`src/rtl/rgb_led_pwm.sv`:
```
// rgb_led_pwm: 8-bit per-channel PWM driver for the active-low RGB LED.
//
// Colour commands are taken one at a time over a valid/ready port into a
// one-entry buffer. The buffer is only consumed at a PWM period boundary, so
// the displayed duty never changes mid-period. With FADE_PERIODS > 0 each
// channel walks 1 LSB toward the target once every FADE_PERIODS periods.
//
// Ports:
//   clk_25m       25 MHz system clock
//   rst_n         asynchronous active-low reset
//   cfg_valid     colour command valid
//   cfg_ready     command buffer free (transfer on cfg_valid & cfg_ready)
//   cfg_rgb       {R[23:16], G[15:8], B[7:0]} target duty
//   period_start  one-cycle pulse on the first cycle of each PWM period
//   busy          command pending or displayed duty differs from target
//   led_r/g/b     LED drives, active low (0 = lit)
module rgb_led_pwm #(
  parameter int unsigned PRESCALE     = 98,
  parameter int unsigned FADE_PERIODS = 4
) (
  input  logic        clk_25m,
  input  logic        rst_n,
  input  logic        cfg_valid,
  output logic        cfg_ready,
  input  logic [23:0] cfg_rgb,
  output logic        period_start,
  output logic        busy,
  output logic        led_r,
  output logic        led_g,
  output logic        led_b
);

  localparam int unsigned PreW  = (PRESCALE > 1) ? $clog2(PRESCALE) : 1;
  localparam int unsigned FadeW = (FADE_PERIODS > 1) ? $clog2(FADE_PERIODS) : 1;
  localparam logic [PreW-1:0]  PreLast  = PreW'(PRESCALE - 1);
  localparam logic [FadeW-1:0] FadeLast = FadeW'((FADE_PERIODS > 0) ? FADE_PERIODS - 1 : 0);

  logic [PreW-1:0]  pre_cnt_q, pre_cnt_d;
  logic [7:0]       pwm_cnt_q, pwm_cnt_d;
  logic [FadeW-1:0] fade_cnt_q, fade_cnt_d;
  logic [23:0]      pend_q, pend_d;
  logic             pend_v_q, pend_v_d;
  logic [23:0]      tgt_q, tgt_d;
  logic [23:0]      cur_q, cur_d;
  logic [2:0]       led_q, led_d;
  logic             period_start_q, period_start_d;

  logic        tick;
  logic        boundary;
  logic        xfer;
  logic [23:0] cur_stepped;

  // Counters and compare.
  always_comb begin
    tick      = (pre_cnt_q == PreLast);
    boundary  = tick && (pwm_cnt_q == 8'hFF);
    pre_cnt_d = tick ? '0 : pre_cnt_q + 1'b1;
    pwm_cnt_d = tick ? pwm_cnt_q + 8'd1 : pwm_cnt_q;
    // Registered so the pulse lands on the cycle where both counters read 0.
    period_start_d = boundary;
    led_d = 3'b111;
    for (int ch = 0; ch < 3; ch++) begin
      led_d[ch] = ~(pwm_cnt_q < cur_q[8*ch +: 8]);
    end
  end

  // One LSB toward the (pre-update) target per channel; never wraps since the
  // step only happens when the channel differs from its target.
  always_comb begin
    cur_stepped = cur_q;
    for (int ch = 0; ch < 3; ch++) begin
      if (cur_q[8*ch +: 8] < tgt_q[8*ch +: 8]) begin
        cur_stepped[8*ch +: 8] = cur_q[8*ch +: 8] + 8'd1;
      end else if (cur_q[8*ch +: 8] > tgt_q[8*ch +: 8]) begin
        cur_stepped[8*ch +: 8] = cur_q[8*ch +: 8] - 8'd1;
      end
    end
  end

  // Command buffer, target and displayed duty.
  always_comb begin
    xfer       = cfg_valid && !pend_v_q;
    pend_d     = pend_q;
    pend_v_d   = pend_v_q;
    tgt_d      = tgt_q;
    cur_d      = cur_q;
    fade_cnt_d = fade_cnt_q;

    if (boundary) begin
      if (FADE_PERIODS == 0) begin
        if (pend_v_q) begin
          tgt_d    = pend_q;
          cur_d    = pend_q;
          pend_v_d = 1'b0;
        end else begin
          cur_d = tgt_q;
        end
      end else if (fade_cnt_q == FadeLast) begin
        fade_cnt_d = '0;
        cur_d      = cur_stepped;
        if (pend_v_q) begin
          tgt_d    = pend_q;
          pend_v_d = 1'b0;
        end
      end else begin
        fade_cnt_d = fade_cnt_q + 1'b1;
      end
    end

    // A transfer needs pend_v_q = 0, so it never collides with consumption;
    // a command landing on a boundary cycle waits for the next boundary.
    if (xfer) begin
      pend_d   = cfg_rgb;
      pend_v_d = 1'b1;
    end
  end

  always_ff @(posedge clk_25m or negedge rst_n) begin
    if (!rst_n) begin
      pre_cnt_q      <= '0;
      pwm_cnt_q      <= '0;
      fade_cnt_q     <= '0;
      pend_q         <= '0;
      pend_v_q       <= 1'b0;
      tgt_q          <= '0;
      cur_q          <= '0;
      led_q          <= 3'b111;
      period_start_q <= 1'b0;
    end else begin
      pre_cnt_q      <= pre_cnt_d;
      pwm_cnt_q      <= pwm_cnt_d;
      fade_cnt_q     <= fade_cnt_d;
      pend_q         <= pend_d;
      pend_v_q       <= pend_v_d;
      tgt_q          <= tgt_d;
      cur_q          <= cur_d;
      led_q          <= led_d;
      period_start_q <= period_start_d;
    end
  end

  assign cfg_ready    = ~pend_v_q;
  assign busy         = pend_v_q | (cur_q != tgt_q);
  assign period_start = period_start_q;
  assign led_r        = led_q[2];
  assign led_g        = led_q[1];
  assign led_b        = led_q[0];

endmodule

```
`config.mk`:
```
export PLATFORM = sky130hd
export DESIGN_NAME = rgb_led_pwm
export DESIGN_NICKNAME = d
export VERILOG_FILES = /design/src/rtl/rgb_led_pwm.sv
export SDC_FILE = /design/constraint.sdc
export NUM_CORES = 1
export LEC_CHECK = 0
export CORE_MARGIN = 1
export CORE_UTILIZATION = 45
export CTS_BUF_LIST = sky130_fd_sc_hd__clkbuf_4
export DETAILED_ROUTE_END_ITERATION = 10
export PLACE_DENSITY = 0.61
export SETUP_SLACK_MARGIN = 0.4
export SLEW_MARGIN = 10
export SYNTH_ARGS = -nofsm -noshare
export SYNTH_HDL_FRONTEND = slang
export SYNTH_SLANG_ARGS = --single-unit
```
`constraint.sdc`:
```
create_clock -name clk_25m -period 3.65 [get_ports clk_25m]
set_clock_uncertainty 0.15 [all_clocks]
set_input_delay 0.73 -clock clk_25m [delete_from_list [all_inputs] [get_ports clk_25m]]
set_output_delay 0.73 -clock clk_25m [all_outputs]
set_load 0.05 [all_outputs]
```
==> metrics <==
Required @ worst endpoint 3.89 ns; Die H 113 um; FF+latch area 2360 um^2; Worst Path Arrival about 3.3 ns; antenna violations before repair 0; Leakage Power roughly 0.0030 uW; PD cells ~290 nW/um^2; Fin Setup TNS 0 ns; R2R setup slack 0.61 ns; post-layout util ~52%; layout cells sized above 1 18.2%; Slew HR a little over two fifths; reg2reg end cur_q[6]$_DFFE_PN0P_; syn nets approximately 600; Warnings, synthesis 0; Die Area 12,800 um^2; Layout Nets about 640; clk buf depth 2; grt total ovfl 0; Final Setup Violations 0; Synth cell types 35; slowest cell on the critical path dfrtp_1; GRT Total Usage 18.0%; Clock Latency Late Sink 0.47 ns; Max-cap violations 0; Slew Limit Fails 0; post-synthesis sequential area ratio 42.4%; top_reg_cell synth dfrtp_1; Routed wire per std cell 14.6 um; mapped cell area approximately 5600 um^2; core area roughly 12,000 um^2; CP dominant cell by count a21oi_1; CP max FO 8; RR Startpoint cur_q[0]$_DFFE_PN0P_; Ant. Diodes 0; Fillers roughly 1,100; Peak Freq about 330 MHz; dpl hpwl around 7500 um; kind of critical path reg -> reg; largest net degree at the start of global routing between 60 and 70; status completed; WHS about 0.18 ns; EDFF count, synth 0; #FFs+latches synth 94; Cells after Synth 505; Final Cycle Share 83.3%; CP max stage delay 0.46 ns; RSZ-0062 raised after global routing false; footprint of the multi-input gates 2960 um^2; initial drt markers 127; Synth async-reset ratio 100%; Max IR drop VDD 211 uV; Root Buffer clkbuf_4; starting density of the core between 40% and 50%; synthesized area per cell around 11 um^2; cell chain of the critical path inv_1 > ha_1 > inv_1 > a21oi_1 > o21ai_0 > a21o_2 > fa_1 > a21o_1 > a21oi_1 > o21bai_1 > a21oi_1 > xnor2_1 > mux2_2; worst slew pin tran between 0.8 and 0.9 ns; final wirelength 10,200 um; minimum clock period 3.04 ns; H-tree depth 3; Clk pin slew, worst setup/hold paths 0.17 ns; Hold Path Class in -> async; Pre-antenna DRT Iters 4; Final Hold Fails 0; number of buffers created by CTS 9; via count 3,646; Worst Setup End Kind flop; vias in the first global route 3,829; CTS tree yes; ANT nets after route 0; IO Port Bufs 32; Startpoint Class flop; # hold bufs at CTS 0; Sink Count 94; chip width 113 um; Area Overhead vs Synth 12.3%; cell row count 40; # IOs 33; GPL Wtd Cong 0.807; FF-to-FF path depth 13; DR vias/cell 5.23; global-route wire length before repair between 15,000 and 20,000 um; DRC Markers 0
-- area by class of cell --
class                   count  share of cell area (%)
well taps                 147                    2.95
inverters                  54                    3.25
clock inverters             7                    1.30
multi-input cells         346                    47.5
flip-flops and latches     94                    37.8
repair buffers             40                    6.17
clock buffers               9                    1.08
-- timing repair --
item / in CTS / in global routing
endpoints found under the setup margin: 1 / 4
hold endpoints to repair: 0 / 0
pin swaps: 0 / 1
resized for setup: 5 / 9
setup buffers: 0 / 3
-- how the worst max path moves through the flow --
stage | startpoint | to | cells after the start
detailed placement | cur_q[15]$_DFFE_PN0P_ | busy | 5
global route | tgt_q[7]$_DFFE_PN0P_ | cur_q[6]$_DFFE_PN0P_ | 12
global placement | cur_q[15]$_DFFE_PN0P_ | busy | 5
floorplan | cur_q[17]$_DFFE_PN0P_ | cur_q[22]$_DFFE_PN0P_ | 11
CTS | cur_q[15]$_DFFE_PN0P_ | busy | 5
finish | cur_q[0]$_DFFE_PN0P_ | cur_q[6]$_DFFE_PN0P_ | 13
-- routing by layer --
metal,vias up,track usage (%),share of wire (%)
met1,1781,22.8,48
met5,-,0,0
met3,13,2.62,1.8
met4,0,7.89,2.0
met2,32,30.8,48
li1,1820,-,-
-- state kept, by name, summed over array words and instances, names as in the netlist --
name and cells:
pend_q 24, period_start 1, pwm_cnt_q 8, pre_cnt_q 7, cur_q 24, pend_v_q 1
tgt_q 24, fade_cnt_q 2, led_q 3
-- kinds of logic (layout without fill, tap and decap cells) --
group / count (synthesis) / in the layout / share of synthesized area (%)
AND/OR/NAND/NOR: 98 / 98 / 9.41
flip-flops: 94 / 94 / 42.4
AO/OA/AOI/OAI: 85 / 85 / 8.51
adder cells (fa/ha/maj): 70 / 70 / 16.2
buffers and inverters: 65 / 110 / 4.93
multiplexers: 60 / 60 / 13.4
XOR/XNOR: 33 / 33 / 5.20
-- critical path: cells and delay by family, from the launching register on --
kind	cells	cell delay (ns)
AOI/OAI and AO/OA	7	1.26
muxes	1	0.26
xor gates and xnor gates	1	0.09
buffers and inverters	2	0.16
adders and majority gates	2	0.57
DFF	1	0.46
-- cell usage in the layout (no fill, tap or decap), drive strengths merged, types with 2 or more instances in the layout --
cell type,count
o21ai,27
nand2b,6
nand2,34
dfstp,3
xnor2,19
clkdlybuf4s50,30
nor2,15
xor2,14
buf,10
clkinv,3
mux2,57
a21oi,39
o21bai,3
o21a,4
nand3,24
a21o,12
clkbuf,9
mux2i,3
and3,2
and2,3
nand3b,3
ha,67
nand4,3
nor4,3
inv,56
fa,3
dfrtp,91
-- through the flow --
stage               total power (uW)  instances  setup slack, ns  area [um^2]
CTS                             1830        694            0.448         6210
floorplan                       1140        505            0.856         5560
detailed placement              1200        678            0.556         6040
global placement                1190        678            0.565         6040
global route                    1870        697            0.386         6240
finish                          1790        697            0.608         6240
-- where the power goes --
part           internal (uW)  switching (uW)
Clock                    217             398
Sequential              1080            16.6
Combinational           51.5            30.9
Total                   1340             446
-- cells in the mapped netlist (4+ instances only) --
master	n	share of area [%]
mux2_2	38	7.7
mux2_4	19	5.1
a21oi_1	39	3.5
nand2b_1	6	0.68
a21o_1	12	1.6
o21ai_0	27	2.4
dfrtp_1	91	41
nor2_1	15	1.0
inv_1	54	3.6
xnor2_1	19	3.0
clkbuf_1	4	0.27
nand3_1	24	2.2
nand2_1	33	2.2
xor2_1	14	2.2
ha_1	67	15
o21a_1	4	0.54
No activity file was read; power rests on OpenSTA's default activity.
